<file path="config.mk">
export PLATFORM = sky130hd
export DESIGN_NAME = mem_wb_fifo_flat
export DESIGN_NICKNAME = d
export VERILOG_FILES = /design/src/rtl/mem_wb_fifo_if.sv /design/src/rtl/mem_wb_fifo.sv /design/src/flat_wrapper.sv
export SDC_FILE = /design/constraint.sdc
export NUM_CORES = 1
export LEC_CHECK = 0
export ABC_AREA = 1
export BUFFER_PORTS_ARGS = -buffer_cell sky130_fd_sc_hd__buf_2
export CORE_MARGIN = 10
export CORE_UTILIZATION = 40
export CTS_CLUSTER_DIAMETER = 30
export DETAILED_ROUTE_END_ITERATION = 16
export GPL_TIMING_DRIVEN = 0
export SYNTH_ARGS = -nofsm -noshare
export SYNTH_HDL_FRONTEND = slang
export SYNTH_SLANG_ARGS = --single-unit
</file>
<file path="constraint.sdc">
create_clock -name clk -period 10.95 [get_ports clk]
set_input_delay 1.095 -clock clk [delete_from_list [all_inputs] [get_ports clk]]
set_output_delay 1.095 -clock clk [all_outputs]
set_load 0.005 [all_outputs]
</file>
<file path="src/rtl/mem_wb_fifo_if.sv">
// MEM->WB writeback queue bundle: control, push/pop handshakes and the forwarding lookup.
// master drives the queue (MEM, WB and hazard side); slave is the queue itself.
interface mem_wb_fifo_if #(
  parameter int ADDR_W = 5,
  parameter int DATA_W = 32,
  parameter int DEPTH  = 2
);
  localparam int PTR_W = $clog2(DEPTH);

  logic              rdy;
  logic              flush;
  logic              in_valid;
  logic              in_ready;
  logic [ADDR_W-1:0] in_wd;
  logic              in_wreg;
  logic [DATA_W-1:0] in_wdata;
  logic              out_valid;
  logic              out_ready;
  logic [ADDR_W-1:0] out_wd;
  logic              out_wreg;
  logic [DATA_W-1:0] out_wdata;
  logic [PTR_W:0]    count;
  logic [ADDR_W-1:0] fwd_addr;
  logic              fwd_hit;
  logic [DATA_W-1:0] fwd_data;

  modport master (
    output rdy, flush, in_valid, in_wd, in_wreg, in_wdata, out_ready, fwd_addr,
    input  in_ready, out_valid, out_wd, out_wreg, out_wdata, count, fwd_hit, fwd_data
  );

  modport slave (
    input  rdy, flush, in_valid, in_wd, in_wreg, in_wdata, out_ready, fwd_addr,
    output in_ready, out_valid, out_wd, out_wreg, out_wdata, count, fwd_hit, fwd_data
  );
endinterface

</file>
<file path="src/rtl/mem_wb_fifo.sv">
// DEPTH-entry MEM->WB writeback queue with x0 suppression and youngest-match forwarding; 1-cycle push-to-head latency, no fall-through.
// Backpressure: in_ready drops when full or rdy is low; the head is held until out_ready while rdy is high.
module mem_wb_fifo #(
  parameter int ADDR_W = 5,
  parameter int DATA_W = 32,
  parameter int DEPTH  = 2
) (
  input  logic           clk,
  input  logic           rst,
  mem_wb_fifo_if.slave   q
);
  localparam int PTR_W = $clog2(DEPTH);

  logic [PTR_W:0]    rd_q, rd_d, wr_q, wr_d;
  logic [PTR_W:0]    cnt;
  logic [PTR_W-1:0]  rd_idx, wr_idx, slot;
  logic [ADDR_W-1:0] wd_mem   [DEPTH];
  logic              wreg_mem [DEPTH];
  logic [DATA_W-1:0] data_mem [DEPTH];
  logic              empty, full, push, pop;
  logic              hit;
  logic [DATA_W-1:0] hit_data;

  assign rd_idx = rd_q[PTR_W-1:0];
  assign wr_idx = wr_q[PTR_W-1:0];
  assign cnt    = wr_q - rd_q;
  assign empty  = (rd_q == wr_q);
  assign full   = (rd_idx == wr_idx) && (rd_q[PTR_W] != wr_q[PTR_W]);

  assign q.in_ready  = rst && q.rdy && !full;
  assign q.out_valid = q.rdy && !empty;
  assign q.count     = cnt;

  assign push = q.in_valid && q.in_ready && !q.flush;
  assign pop  = q.out_valid && q.out_ready && !q.flush;

  assign q.out_wd    = q.out_valid ? wd_mem[rd_idx]   : '0;
  assign q.out_wreg  = q.out_valid ? wreg_mem[rd_idx] : 1'b0;
  assign q.out_wdata = q.out_valid ? data_mem[rd_idx] : '0;

  always_comb begin
    rd_d = rd_q;
    wr_d = wr_q;
    if (q.flush) begin
      rd_d = '0;
      wr_d = '0;
    end else begin
      if (push) wr_d = wr_q + (PTR_W+1)'(1);
      if (pop)  rd_d = rd_q + (PTR_W+1)'(1);
    end
  end

  always_ff @(posedge clk or negedge rst) begin
    if (!rst) begin
      rd_q <= '0;
      wr_q <= '0;
    end else begin
      rd_q <= rd_d;
      wr_q <= wr_d;
    end
  end

  // Storage is never cleared; occupancy alone decides which slots are live.
  always_ff @(posedge clk) begin
    if (push) begin
      wd_mem[wr_idx]   <= q.in_wd;
      wreg_mem[wr_idx] <= q.in_wreg && (q.in_wd != '0);
      data_mem[wr_idx] <= q.in_wdata;
    end
  end

  // Walk oldest to youngest so the last match found is the youngest.
  always_comb begin
    hit      = 1'b0;
    hit_data = '0;
    slot     = '0;
    for (int i = 0; i < DEPTH; i++) begin
      slot = rd_idx + PTR_W'(i);
      if (((PTR_W+1)'(i) < cnt) && wreg_mem[slot] && (wd_mem[slot] == q.fwd_addr)) begin
        hit      = 1'b1;
        hit_data = data_mem[slot];
      end
    end
    if (q.fwd_addr == '0) begin
      hit      = 1'b0;
      hit_data = '0;
    end
  end

  assign q.fwd_hit  = hit;
  assign q.fwd_data = hit_data;
endmodule

</file>
<file path="src/flat_wrapper.sv">
// flat-port wrapper written by rule: the top's interface ports become plain ports
module mem_wb_fifo_flat 
#(
  parameter int ADDR_W = 5,
  parameter int DATA_W = 32,
  parameter int DEPTH  = 2
)
  (clk, rst, q_rdy, q_flush, q_in_valid, q_in_wd, q_in_wreg, q_in_wdata, q_out_ready, q_fwd_addr, q_in_ready, q_out_valid, q_out_wd, q_out_wreg, q_out_wdata, q_count, q_fwd_hit, q_fwd_data);
  mem_wb_fifo_if #(.ADDR_W(ADDR_W), .DATA_W(DATA_W), .DEPTH(DEPTH)) q_i ();
  input  logic clk;
  input  logic rst;
  input wire logic [$bits(q_i.rdy)-1:0] q_rdy;
  input wire logic [$bits(q_i.flush)-1:0] q_flush;
  input wire logic [$bits(q_i.in_valid)-1:0] q_in_valid;
  input wire logic [$bits(q_i.in_wd)-1:0] q_in_wd;
  input wire logic [$bits(q_i.in_wreg)-1:0] q_in_wreg;
  input wire logic [$bits(q_i.in_wdata)-1:0] q_in_wdata;
  input wire logic [$bits(q_i.out_ready)-1:0] q_out_ready;
  input wire logic [$bits(q_i.fwd_addr)-1:0] q_fwd_addr;
  output wire logic [$bits(q_i.in_ready)-1:0] q_in_ready;
  output wire logic [$bits(q_i.out_valid)-1:0] q_out_valid;
  output wire logic [$bits(q_i.out_wd)-1:0] q_out_wd;
  output wire logic [$bits(q_i.out_wreg)-1:0] q_out_wreg;
  output wire logic [$bits(q_i.out_wdata)-1:0] q_out_wdata;
  output wire logic [$bits(q_i.count)-1:0] q_count;
  output wire logic [$bits(q_i.fwd_hit)-1:0] q_fwd_hit;
  output wire logic [$bits(q_i.fwd_data)-1:0] q_fwd_data;
  assign q_i.rdy = q_rdy;
  assign q_i.flush = q_flush;
  assign q_i.in_valid = q_in_valid;
  assign q_i.in_wd = q_in_wd;
  assign q_i.in_wreg = q_in_wreg;
  assign q_i.in_wdata = q_in_wdata;
  assign q_i.out_ready = q_out_ready;
  assign q_i.fwd_addr = q_fwd_addr;
  assign q_in_ready = q_i.in_ready;
  assign q_out_valid = q_i.out_valid;
  assign q_out_wd = q_i.out_wd;
  assign q_out_wreg = q_i.out_wreg;
  assign q_out_wdata = q_i.out_wdata;
  assign q_count = q_i.count;
  assign q_fwd_hit = q_i.fwd_hit;
  assign q_fwd_data = q_i.fwd_data;
  mem_wb_fifo #(.ADDR_W(ADDR_W), .DATA_W(DATA_W), .DEPTH(DEPTH)) u_core (.clk(clk), .rst(rst), .q(q_i));
endmodule
</file>
==> key figures <==
Synthesis
  – Post-Syn Nets: 622
  – Synth Area in Compound Gates: 8.67%
  – #FFs+latches synth: 80
  – Main combinational cell family by area after synthesis: simple AND/OR/NAND/NOR gates
  – Multiplexer fraction of the synthesized cell area: 0%
  – Main area contributors after synthesis: edfxtp_1 (49%), nand2_1 (16%), o21ai_0 (7.6%)
  – Syn Inst Count: 572
  – Synthesized area: 4620 um^2
  – Sequential element share of the synthesized area: 51.6%
  – Area fraction in and, or, nand and nor cells after synthesis: 30.6%
  – Share of the synthesized area in the top cell type: 49.4%
  – Largest area contributor in the netlist: edfxtp_1
  – Unique cell type count in the Yosys netlist: 22
  – Synth Area in XOR/XNOR: 0%
  – Post-synthesis adder-cell area fraction: 0.271%
  – Yosys Warn Count: 0
  – Post-Syn Area per Cell: 8.07 um^2

Pwr
  – P_int: 562 uW
  – Share of power burned in combinational logic: 10.5%
  – Sequential share of power: 46.7%
  – Clock share of power: 42.8%
  – Pwr/cell area: 126 nW/um^2
  – Peak VDD IR: 0.0749 mV
  – Switching share of power: 22.8%
  – Net Switching: 166 uW
  – Leakage power: 0.00281 uW

Clock network
  – Num CTS Buffers: 9
  – # hold bufs at CTS: 0
  – Worst-skew pair later-pin latency: 0.34 ns
  – Post-CTS sizing: 0
  – Reg clk slew, reported paths: 0.05 ns
  – Clk sinks: 80
  – Clk buf depth: 2
  – CTS tree: done
  – CTS H-tree depth: 3
  – Root Buffer: clkbuf_16
  – Post-CTS setup buffers: 0

STA
  – Post-route setup slack: 7.14 ns
  – Min cycle time layout: 3.81 ns
  – TNS Setup: 0 ns
  – Slew Viols, Final: 0
  – Slew @ Worst Pin: 0.885 ns
  – Slew margin rel.: 40.7%
  – Final setup vio count: 0
  – Clock Skew: 0.00637 ns
  – Final Hold Fails: 0
  – Fmax: 263 MHz
  – RSZ-0062 raised after global routing: false
  – Tcrit/Tclk final: 34.8%

Die
  – DIE AREA: 16200 um^2
  – Initial Utilization: 40.6%
  – Site row count: 39
  – Height of the die: 127 um
  – Die Wd: 127 um
  – # IOs: 124
  – Core area: 11400 um^2

Final layout
  – Multi-input logic area: 1830 um^2
  – Fillers: 1080
  – Layout area overhead: 25.1%
  – Leading cell type in the layout, fill and taps excluded: nand2_1
  – Antenna diodes: 0
  – Final Instance Area: 5780 um^2
  – Share of cells above drive strength 1: 27.8%
  – Fin nets: 760
  – Non-filler instance count after layout: 858
  – Reg area: 2380 um^2
  – Commonest cells after routing, fill and taps aside: nand2_1 (191), buf_2 (138), edfxtp_1 (76)

Drt
  – Antenna Nets Post-Route: 0
  – WL per Instance: 16.5 um
  – Vias post-DR: 4394
  – DRT Pass-1 Iters: 5
  – First-iteration detailed-routing DRC count: 277
  – DRC: 0
  – WL final: 14.1 mm
  – Number of vias per cell: 5.12

Run
  – Max-Cap Viols: 0

Critical path
  – Critical path's slowest cell: clkbuf_1
  – CP max FO: 10
  – Cell family with most CP delay: buffers and inverters
  – Crit end category: primary output
  – Longest individual stage delay on the worst path: 0.55 ns
  – CP required: 9.86 ns
  – WS Path Type: register to primary output
  – Critical Path AT: 2.71 ns
  – CP Launch Type: register
  – Critical path, cell by cell: inv_1 -> ha_1 -> inv_1 -> o21ai_0 -> clkbuf_1 -> buf_2 -> nor2_1 -> buf_2
  – Bufs and invs on worst path: 5

Placement
  – Placed Area: 5470 um^2
  – RePlAce Congestion: 0.802
  – Place WS: 7.27 ns
  – IO Port Bufs: 123
  – Dpl cells: 842
  – Post-DP HPWL: 10.5 mm

Global routing
  – Vias in the first global route: 4497
  – GRT overflow: 0
  – Largest net degree at the start of global routing: 39
  – Global-route wire length before repair: 22.2 mm
  – Overall routing resource usage: 17.0%
  – Initial antenna violation count: 1

Hold path
  – Hold crit path type: input pin to asynchronous set/reset pin

Outcome
  – Status: complete, no violations
==> worst reg2reg max path: stages (launching register included) <==
cell and delay (ns):
dfrtp_1 0.39, inv_1 0.09, ha_1 0.35, nand2_1 0.08, nand3_1 0.06, inv_1 0.09, nand2_1 0.10, nor3_2 0.68
buf_6 0.28, buf_6 0.18, buf_6 0.18
==> Yosys cell counts <==
cell      instances
a21oi_1          10
buf_2            15
buf_4             1
buf_6             5
clkbuf_1         15
dfrtp_1           4
edfxtp_1         76
ha_1              1
inv_1            56
inv_2             1
nand2_1         191
nand2_2           2
nand2_4           1
nand3_1          17
nand3_2           2
nand4_1          33
nor2_1           37
nor2_2           31
nor2_4            1
nor3_1            2
o21ai_0          70
or4_1             1
==> cells by family after synthesis <==
| kind of cell | after synthesis |
|---|---|
| adders and majority gates | 1 |
| DFF | 80 |
| AOI/OAI and AO/OA | 80 |
| and+or+nand+nor | 318 |
| buffers and inverters | 93 |
==> path summary, 6_finish.rpt <==
path,startpoint,cells after the start,end,slack (ns)
setup / recovery,u_core.wr_q[0],8,q_out_wdata[30],7.14
hold / removal,rst,1,u_core.rd_q[1],0.56
setup reg to reg,u_core.wr_q[0],10,u_core.wd_mem[0][2],8.18
hold reg to reg,u_core.rd_q[1],2,u_core.rd_q[1],0.61
max in group asynchronous,rst,1,u_core.wr_q[0],10.26
min in group clk,u_core.rd_q[1],2,u_core.rd_q[1],0.61
==> cell type report <==
type                            count  area share, %
Inverter                           57           3.70
Multi-Input combinational cell    399           31.7
Timing Repair Buffer              127           11.6
Sequential cell                    80           41.2
Clock inverter                      5           1.23
Buffer                             36           3.38
Tap cell                          143           3.10
Clock buffer                       11           4.03
==> flip-flops by register name (all words and copies together) (netlist names) <==
register,count
u_core.wr_q,2
u_core.wd_mem,10
u_core.data_mem,64
u_core.wreg_mem,2
u_core.rd_q,2
==> per-layer routing <==
metal,track usage [%],up-vias,wire [um]
met5,0,-,0
met4,7.90,0,340
met3,4.01,25,981
met2,29.2,176,6940
met1,19.6,2030,5860
li1,-,2163,-
==> stage by stage <==
step	total power [uW]	hold slack, ns	util, %
floorplan	389	0.544	-
global placement	421	0.574	47.6
detailed placement	423	0.598	48.1
CTS	730	0.559	50.8
global route	752	0.563	50.8
finish	729	0.564	50.8
==> power by group through the flow <==
stage	sequential [uW]	combinational, uW	clock, uW
3_3_place_gp	347	74.0	0
5_1_grt	341	85.8	326
2_1_floorplan	347	41.8	0
4_1_cts	341	76.7	313
6_report	341	76.4	312
3_5_place_dp	347	76.3	0
(Power assumes the default switching activity.)
